--- config.mk ---
export PLATFORM = sky130hd
export DESIGN_NAME = seg7_capture_flat
export DESIGN_NICKNAME = d
export VERILOG_FILES = /design/src/rtl/seg7_capture_if.sv /design/src/rtl/seg7_capture.sv /design/src/flat_wrapper.sv
export SDC_FILE = /design/constraint.sdc
export NUM_CORES = 1
export LEC_CHECK = 0
export CAP_MARGIN = 20
export CORE_AREA = 2 2 64 78
export CTS_CLUSTER_SIZE = 12
export DETAILED_ROUTE_END_ITERATION = 8
export DIE_AREA = 0 0 66 80
export GPL_ROUTABILITY_DRIVEN = 0
export PLACE_DENSITY_LB_ADDON = 0.15
export SKIP_LAST_GASP = 1
export SLEW_MARGIN = 5
export SYNTH_ARGS = -nofsm -noshare
export SYNTH_HDL_FRONTEND = slang
export SYNTH_SLANG_ARGS = --single-unit
--- constraint.sdc ---
create_clock -name Clk -period 3.1 [get_ports Clk]
set_clock_uncertainty 0.2 [all_clocks]
set_input_delay 0.465 -clock Clk [delete_from_list [all_inputs] [get_ports Clk]]
set_output_delay 0.465 -clock Clk [all_outputs]
set_load 0.05 [all_outputs]
--- src/rtl/seg7_capture_if.sv ---
// rtl/seg7_capture_if.sv - display bus and decoded-digit signals for seg7_capture
interface seg7_capture_if #(
    parameter int NDIGITS = 4
);
    logic [0:6]           SegIn;
    logic [NDIGITS-1:0]   DigSel;
    logic [4*NDIGITS-1:0] Digits;
    logic [NDIGITS-1:0]   DigValid;
    logic                 Update;
    logic [2:0]           UpdIdx;
    logic                 BadPat;

    // Display driver / stimulus side
    modport master (
        output SegIn, DigSel,
        input  Digits, DigValid, Update, UpdIdx, BadPat
    );

    // Capture side
    modport slave (
        input  SegIn, DigSel,
        output Digits, DigValid, Update, UpdIdx, BadPat
    );
endinterface

--- src/rtl/seg7_capture.sv ---
// rtl/seg7_capture.sv - multiplexed 7-segment bus capture with stability filter and decode
module seg7_capture #(
    parameter int NDIGITS       = 4,
    parameter int STABLE_CYCLES = 4
) (
    input  logic          Clk,
    input  logic          Reset_n,
    seg7_capture_if.slave bus
);
    localparam int CW = $clog2(STABLE_CYCLES + 1);

    // Sampled copy of the bus; the stability window compares the raw bus against it
    logic [0:6]           segReg;
    logic [NDIGITS-1:0]   selReg;
    logic [CW-1:0]        stableCnt;

    // Committed results
    logic [4*NDIGITS-1:0] digitsReg;
    logic [NDIGITS-1:0]   validReg;
    logic                 updateReg;
    logic [2:0]           updIdxReg;
    logic                 badReg;

    // Decode of the sampled bus
    logic [0:6]           pat;
    logic [3:0]           code;
    logic                 recog;
    logic [NDIGITS-1:0]   selLow;
    logic [3:0]           lowCount;
    logic [2:0]           selIdx;
    logic                 oneLow;
    logic                 multiLow;
    logic                 inChanged;
    logic                 commitAttempt;

    assign inChanged = (bus.SegIn != segReg) || (bus.DigSel != selReg);

    // The attempt fires only on the 3->4 (for the default) step, so a held value commits once
    assign commitAttempt = !inChanged && (stableCnt == CW'(STABLE_CYCLES - 1));

    // Input sampling and saturating stability counter
    always_ff @(posedge Clk or negedge Reset_n) begin
        if (!Reset_n) begin
            segReg    <= '1;
            selReg    <= '1;
            stableCnt <= '0;
        end else begin
            segReg <= bus.SegIn;
            selReg <= bus.DigSel;
            if (inChanged)
                stableCnt <= '0;
            else if (stableCnt != CW'(STABLE_CYCLES))
                stableCnt <= stableCnt + 1'b1;
        end
    end

    // Segment pattern to code; pattern literals read a..g left to right
    always_comb begin
        pat   = ~segReg;
        code  = 4'd0;
        recog = 1'b1;
        case (pat)
            7'b1111110: code = 4'd0;
            7'b0110000: code = 4'd1;
            7'b1101101: code = 4'd2;
            7'b1111001: code = 4'd3;
            7'b0110011: code = 4'd4;
            7'b1011011: code = 4'd5;
            7'b1011111: code = 4'd6;
            7'b1110000: code = 4'd7;
            7'b1111111: code = 4'd8;
            7'b1111011: code = 4'd9;
            7'b0111101: code = 4'd11;
            7'b0000001: code = 4'd15;
            default:    recog = 1'b0;
        endcase
    end

    // Count active digit selects and locate the selected position
    always_comb begin
        selLow   = ~selReg;
        lowCount = 4'd0;
        selIdx   = 3'd0;
        for (int i = 0; i < NDIGITS; i++) begin
            if (selLow[i]) begin
                lowCount = lowCount + 4'd1;
                selIdx   = 3'(i);
            end
        end
        oneLow   = (lowCount == 4'd1);
        multiLow = (lowCount > 4'd1);
    end

    // Commit: write only the selected slot, pulse Update/BadPat for one cycle
    always_ff @(posedge Clk or negedge Reset_n) begin
        if (!Reset_n) begin
            digitsReg <= '0;
            validReg  <= '0;
            updateReg <= 1'b0;
            updIdxReg <= 3'd0;
            badReg    <= 1'b0;
        end else begin
            updateReg <= 1'b0;
            badReg    <= 1'b0;
            if (commitAttempt) begin
                if (oneLow) begin
                    updateReg <= 1'b1;
                    updIdxReg <= selIdx;
                    badReg    <= !recog;
                    for (int i = 0; i < NDIGITS; i++) begin
                        if (selIdx == 3'(i)) begin
                            validReg[i] <= recog;
                            if (recog)
                                digitsReg[4*i +: 4] <= code;
                        end
                    end
                end else if (multiLow) begin
                    badReg <= 1'b1;
                end
            end
        end
    end

    assign bus.Digits   = digitsReg;
    assign bus.DigValid = validReg;
    assign bus.Update   = updateReg;
    assign bus.UpdIdx   = updIdxReg;
    assign bus.BadPat   = badReg;
endmodule

--- src/flat_wrapper.sv ---
// flat-port wrapper written by rule: the top's interface ports become plain ports
module seg7_capture_flat 
#(
    parameter int NDIGITS       = 4,
    parameter int STABLE_CYCLES = 4
)
  (Clk, Reset_n, bus_SegIn, bus_DigSel, bus_Digits, bus_DigValid, bus_Update, bus_UpdIdx, bus_BadPat);
  seg7_capture_if #(.NDIGITS(NDIGITS)) bus_i ();
  input  logic Clk;
  input  logic Reset_n;
  input wire logic [$bits(bus_i.SegIn)-1:0] bus_SegIn;
  input wire logic [$bits(bus_i.DigSel)-1:0] bus_DigSel;
  output wire logic [$bits(bus_i.Digits)-1:0] bus_Digits;
  output wire logic [$bits(bus_i.DigValid)-1:0] bus_DigValid;
  output wire logic [$bits(bus_i.Update)-1:0] bus_Update;
  output wire logic [$bits(bus_i.UpdIdx)-1:0] bus_UpdIdx;
  output wire logic [$bits(bus_i.BadPat)-1:0] bus_BadPat;
  assign bus_i.SegIn = bus_SegIn;
  assign bus_i.DigSel = bus_DigSel;
  assign bus_Digits = bus_i.Digits;
  assign bus_DigValid = bus_i.DigValid;
  assign bus_Update = bus_i.Update;
  assign bus_UpdIdx = bus_i.UpdIdx;
  assign bus_BadPat = bus_i.BadPat;
  seg7_capture #(.NDIGITS(NDIGITS), .STABLE_CYCLES(STABLE_CYCLES)) u_core (.Clk(Clk), .Reset_n(Reset_n), .bus(bus_i));
endmodule
**Word-level counts from Yosys, hierarchy flattened**

Index checks and enable logic that the tools add are counted.

- Register bits: 39

- Bitwise logic cells: 2
- Mux-type cells: 16
- Reductions and logical operators: 16
- Magnitude comparators: 1
- $add $sub $neg: 4
- Equal/unequal tests: 20

Operators with widths:

| cell | number |
|---|---|
| $eq 7x7->1 const B | 8 |
| $pmux 4 s11 | 1 |
| $eq 7x6->1 const B | 3 |
| $reduce_and 4->1 | 4 |
| $mux 4 | 3 |
| $reduce_and 3->1 | 4 |
| $reduce_or 12->1 | 1 |
| $add 4x1->4 const B | 2 |
| $mux 1 | 8 |
| $eq 7x1->1 const B | 1 |
| $ne 7x7->1 | 1 |
| $not 7->7 | 1 |
| $mux 3 | 2 |
| $eq 2x2->1 const B | 2 |
| $eq 4x1->1 const B | 1 |
| $gt 4x1->1 const B | 1 |
| $mux 2 | 2 |
| $ne 4x4->1 | 1 |
| $not 4->4 | 1 |
| $add 3x1->3 const B | 1 |
| $eq 3x2->1 const B | 1 |
| $logic_not 3->1 | 1 |
| $ne 3x3->1 const B | 1 |
| $add 1x1->2 const B | 1 |
| other kinds (6) | 7 |

**Depth between registers and ports, before layout**

Gate-level depths: netlist of run 1.

- Word-level depth: 12
- Gate-level depth with buffers: 10
- Gate-level depth less buffers: 10

**Worst setup path after synthesis of run 1**

Ideal clock, no wire load.

- Path type: flip-flop to flip-flop
- Start point: register u_core.selReg[1]
- End point: register u_core.digitsReg[0], in the netlist u_core.bus.Digits[0]
- Buffers on the path: 1
- Cell stages (with the launch flop): 10
- Data required time: 2.775 ns
- Path slack: -0.312 ns
- Clock period less this slack: 3.412 ns
- Arrival time: 3.088 ns
- Library setup time: 0.125 ns
- Cell sequence: dfstp_2 > inv_1 > ha_1 > buf_2 > xnor2_1 > ha_1 > o31ai_1 > nand3_2 > nor3_2 > mux2_2

- Cells in the longest elaborated chain, start to end: 8
- Elaborated cells on any way between the ends: 16
- Those cells by class: add/sub (2); eq/ne (2); mux (6); bitwise (1); reduce/logical (5)

RTL lines:

| item | line | RTL |
|---|---|---|
| start: declaration | seg7_capture.sv:14 | `logic [NDIGITS-1:0] selReg;` |
| start signal: assignment | seg7_capture.sv:49 | `selReg <= bus.DigSel;` |
| $not 4->4 | seg7_capture.sv:81 | `selLow = ~selReg;` |
| $mux 4 | seg7_capture.sv:85 | `if (selLow[i]) begin` |
| $add 4x1->4 | seg7_capture.sv:86 | `lowCount = lowCount + 4'd1;` |
| $mux 4 | seg7_capture.sv:85 |  |
| $add 4x1->4 | seg7_capture.sv:86 |  |
| $mux 4 | seg7_capture.sv:85 |  |
| $eq 4x1->1 | seg7_capture.sv:90 | `oneLow = (lowCount == 4'd1);` |
| $reduce_and 4->1 (no source line) (*) | n/a |  |
| end signal: indexed assignment | seg7_capture.sv:114 | `digitsReg[4*i +: 4] <= code;` |
| end: declaration | seg7_capture.sv:18 | `logic [4*NDIGITS-1:0] digitsReg;` |

Mark *: on every way between the ends. The rest lies on a longest branch, timed or not.
A chain may end at the register's enable or synchronous reset.

**Final worst setup path of run 1**

- Start point: register u_core.selReg[0]
- End point: register u_core.digitsReg[14], in the netlist u_core.bus.Digits[14]

- Cells in the longest elaborated chain, start to end: 10
- Elaborated cells on any way between the ends: 14
- Those cells by class: add/sub (3); eq/ne (2); mux (4); bitwise (1); reduce/logical (4)

RTL lines:

| item | line |
|---|---|
| $not 4->4 | seg7_capture.sv:81 |
| $mux 1 | seg7_capture.sv:85 |
| $add 1x1->2 | seg7_capture.sv:86 |
| $mux 4 | seg7_capture.sv:85 |
| $add 4x1->4 | seg7_capture.sv:86 |
| $mux 4 | seg7_capture.sv:85 |
| $add 4x1->4 | seg7_capture.sv:86 |
| $mux 4 | seg7_capture.sv:85 |
| $eq 4x1->1 | seg7_capture.sv:90 |
| $reduce_and 4->1 (no source line) (*) | n/a |

Marked as above.

==> results of run 1 <==
==> worst paths after layout <==
check                                        from                endpoint  slack [ns]  cells after the start
setup / recovery                 u_core.selReg[0]   u_core.bus.Digits[14]        0.05                     10
hold / removal                            Reset_n     u_core.stableCnt[1]        0.07                      1
setup reg to reg                 u_core.selReg[0]   u_core.bus.Digits[14]        0.05                     10
hold reg to reg            u_core.bus.DigValid[3]  u_core.bus.DigValid[3]        0.30                      2
max in group asynchronous                 Reset_n    u_core.bus.Digits[5]        2.11                      1
min in group Clk           u_core.bus.DigValid[3]  u_core.bus.DigValid[3]        0.30                      2
==> cells in the final DEF (no fill, tap or decap), types with 2 or more instances in the layout <==
master	synthesis	final
a211oi_1	2	2
a21boi_0	2	2
a21oi_1	3	3
and4_1	2	2
buf_4	1	10
clkbuf_8	0	6
clkdlybuf4s50_1	0	35
dfrtp_1	27	27
dfstp_2	11	11
ha_1	6	3
ha_2	0	2
inv_1	8	8
mux2_2	14	14
nand2_1	7	7
nand2b_1	3	3
nand3_1	9	9
nand4_1	4	4
nor2_1	6	6
nor2b_1	4	4
nor3_1	2	2
nor3_2	3	2
nor4_1	4	4
nor4_4	2	2
o21ai_0	8	8
o2bb2ai_1	2	2
o31ai_1	4	3
or4_1	2	2
xnor2_1	15	14
==> kinds of logic (layout without fill, tap and decap cells) <==
kind of cell,after synthesis,in the layout,share of synthesized area (%)
fa+ha+maj,6,6,3.64
flops,38,38,46.8
buf+inv,19,62,4.06
other cells,1,1,0.182
xor+xnor,16,16,6.79
compound gates,32,32,11.7
mux,15,15,8.13
simple gates,58,58,18.7
==> registers in the layout, indices dropped and copies added (netlist names) <==
register / flops
u_core.stableCnt: 3
u_core.bus.DigValid: 4
u_core.selReg: 4
u_core.bus.UpdIdx: 2
u_core.bus.BadPat: 1
u_core.bus.Digits: 16
u_core.bus.Update: 1
u_core.segReg: 7
==> stage by stage <==
step | util, % | power (mW) | instance area (um2) | TNS, ns | worst slack (ns)
4_1_cts | 57.6 | 1.03 | 2610 | 0 | 0.0671
5_1_grt | 58.7 | 1.07 | 2660 | -0.182 | -0.0507
2_1_floorplan | - | 0.615 | 2090 | 0 | 0.0367
3_5_place_dp | 55.5 | 0.664 | 2510 | 0 | 0.0747
6_report | 58.7 | 1.02 | 2660 | 0 | 0.0538
3_3_place_gp | 55.5 | 0.660 | 2510 | 0 | 0.144
==> layer usage <==
metal  GRT usage, %  up-vias  share of wire, %
met1           23.4      764                43
met2           32.0       35                52
met5              0        -                 0
met3           4.51        6               3.8
met4           7.55        0               1.5
li1               -      745                 -
==> power by group through the flow <==
stage / Combinational, mW / Sequential, mW / Clock (mW)
after CTS: 0.122 / 0.533 / 0.376
final: 0.125 / 0.534 / 0.356
after global placement: 0.119 / 0.541 / 0
after floorplan: 0.0906 / 0.525 / 0
after detailed placement: 0.122 / 0.542 / 0
after global routing: 0.138 / 0.537 / 0.394
==> timing repair <==
item                                    in CTS  in global routing
gates resized for setup                      0                  5
endpoints found under the setup margin       0                 10
setup buffers                                0                  3
==> cell type report <==
type                    instances  area, um2
clock inverters                 2       12.5
inverters                       8       30.0
flip-flops and latches         38        965
multi-input cells             128       1060
clock buffers                   6       82.6
fillers                       391       1870
well taps                      58       72.6
repair buffers                 46        430
==> results.cfg, run 1 <==
[route]
ant_nets = 0
wl_per_cell_um = 15.8
routed_wl_mm = 4.53
via_per_inst = 5.42
initialDrtViolationCount = 88
drc = 0
num_vias = 1550
drt-pass1-iter-count = 4

[yosys]
synth_edf_count = 0
yosysUniqueCellTypes = 51
synthesis.area_um2 = 2060
synth.net_count = 204
synth_top_area_share_pct = 32.7
synth_area_leaders = dfrtp_1, dfstp_2, mux2_2, xnor2_1, ha_1
synth_seq_cells = 38
yosysWarnings = 0
synth-async-reset-ratio_pct = 100
synth-main-ff-cell = dfrtp_1
syn_inst = 185
synth.most_common_cell = dfrtp_1
yosys-top-cells-count = dfrtp_1, xnor2_1, mux2_2, dfstp_2, nand3_1
ys_seq_area_share_pct = 46.8
synth_area_per_cell_um2 = 11.2
yosys.area.top_type = dfrtp_1

[timing]
setup_viol = 0
min_period_ns = 3.05
hold_ws_ns = 0.0661
tightest_slew_ns = 0.824
report.final.slew_viol_count = 0
max_freq_mhz = 328
hold_viol = 0
slew_headroom_pct = 45.0
post-route-period-util_pct = 98.3

[global_routing]
grt_pass1_wl_mm = 7.60
grt_start_max_net_pins = 39
grt_pass1_vias = 1535
overflow = 0
grtUsageTotal_pct = 19.0
antenna_found_initial = 0

[pwr]
power_density_nw_per_um2 = 382
p_int_mw = 0.751
seqPwrFrac_pct = 52.6
switchingPower_mw = 0.264
clkPwrFrac_pct = 35.1
ir_drop_mv = 0.256
switching_share_pct = 26.0
p_leak_nw = 1.08
combPwrFrac_pct = 12.3

[clocking]
cts_made_buffers = 5
h-tree-depth = 2
clk_path_buf_depth = 2
numClockSinks = 38
cts_tree = yes
cts_root_buf = clkbuf_8
hold_buffers = 0
insertion_delay_ns = 0.29
clk_pin_slew_ns = 0.08

[worst_setup_path]
cp.required_ns = 3.08
cp_top_family = simple AND/OR/NAND/NOR gates
critPathMaxFanout = 7
crit_chain = inv_1 > ha_4 > buf_4 > nand3b_1 > xnor2_1 > o31ai_2 > nand3_2 > nor4_4 > buf_4 > mux2_2
path_class = reg -> reg
slowest_delay_ns = 0.55
endpoint_kind = register
arrival_ns = 3.02
crit_buf_inv = 3
crit_path_frequent_cell = buf_4
start_kind = register
critical-path-slowest-cell = dfstp_2

[outcome]
outcome = completed

[final_layout]
area_delta_synth_final_pct = 28.7
final_cell_count_no_fill = 286
drive_gt1_share_pct = 27.6
finalNetCount = 246
diodes = 0

[die]
fp.dieH_um = 80
dieArea_um2 = 5280
initial_core_util_pct = 45.6
fp.dieW_um = 66
top_level_ports = 38
fp-row-count = 27
coreArea_um2 = 4530

[placed_design]
place_inst = 275
hpwl_mm = 3.26
io_buffers = 36

[min_path]
min_path_type = in -> async

[flow_run]
maxCapViolations = 0
(Power assumes the default switching activity.)
==> inputs of run 2 (changes only) <==
Settings changed: CTS_BUF_LIST set to sky130_fd_sc_hd__clkbuf_4 sky130_fd_sc_hd__clkbuf_8 sky130_fd_sc_hd__clkbuf_16.
==> results of run 2 <==
No change in the layout: final DEF, timing and power equal those of run 1.
==> inputs of run 3 (changes only) <==
Settings changed: TNS_END_PERCENT set to 1.
==> results of run 3 <==
No change in the layout: final DEF, timing and power equal those of run 1.
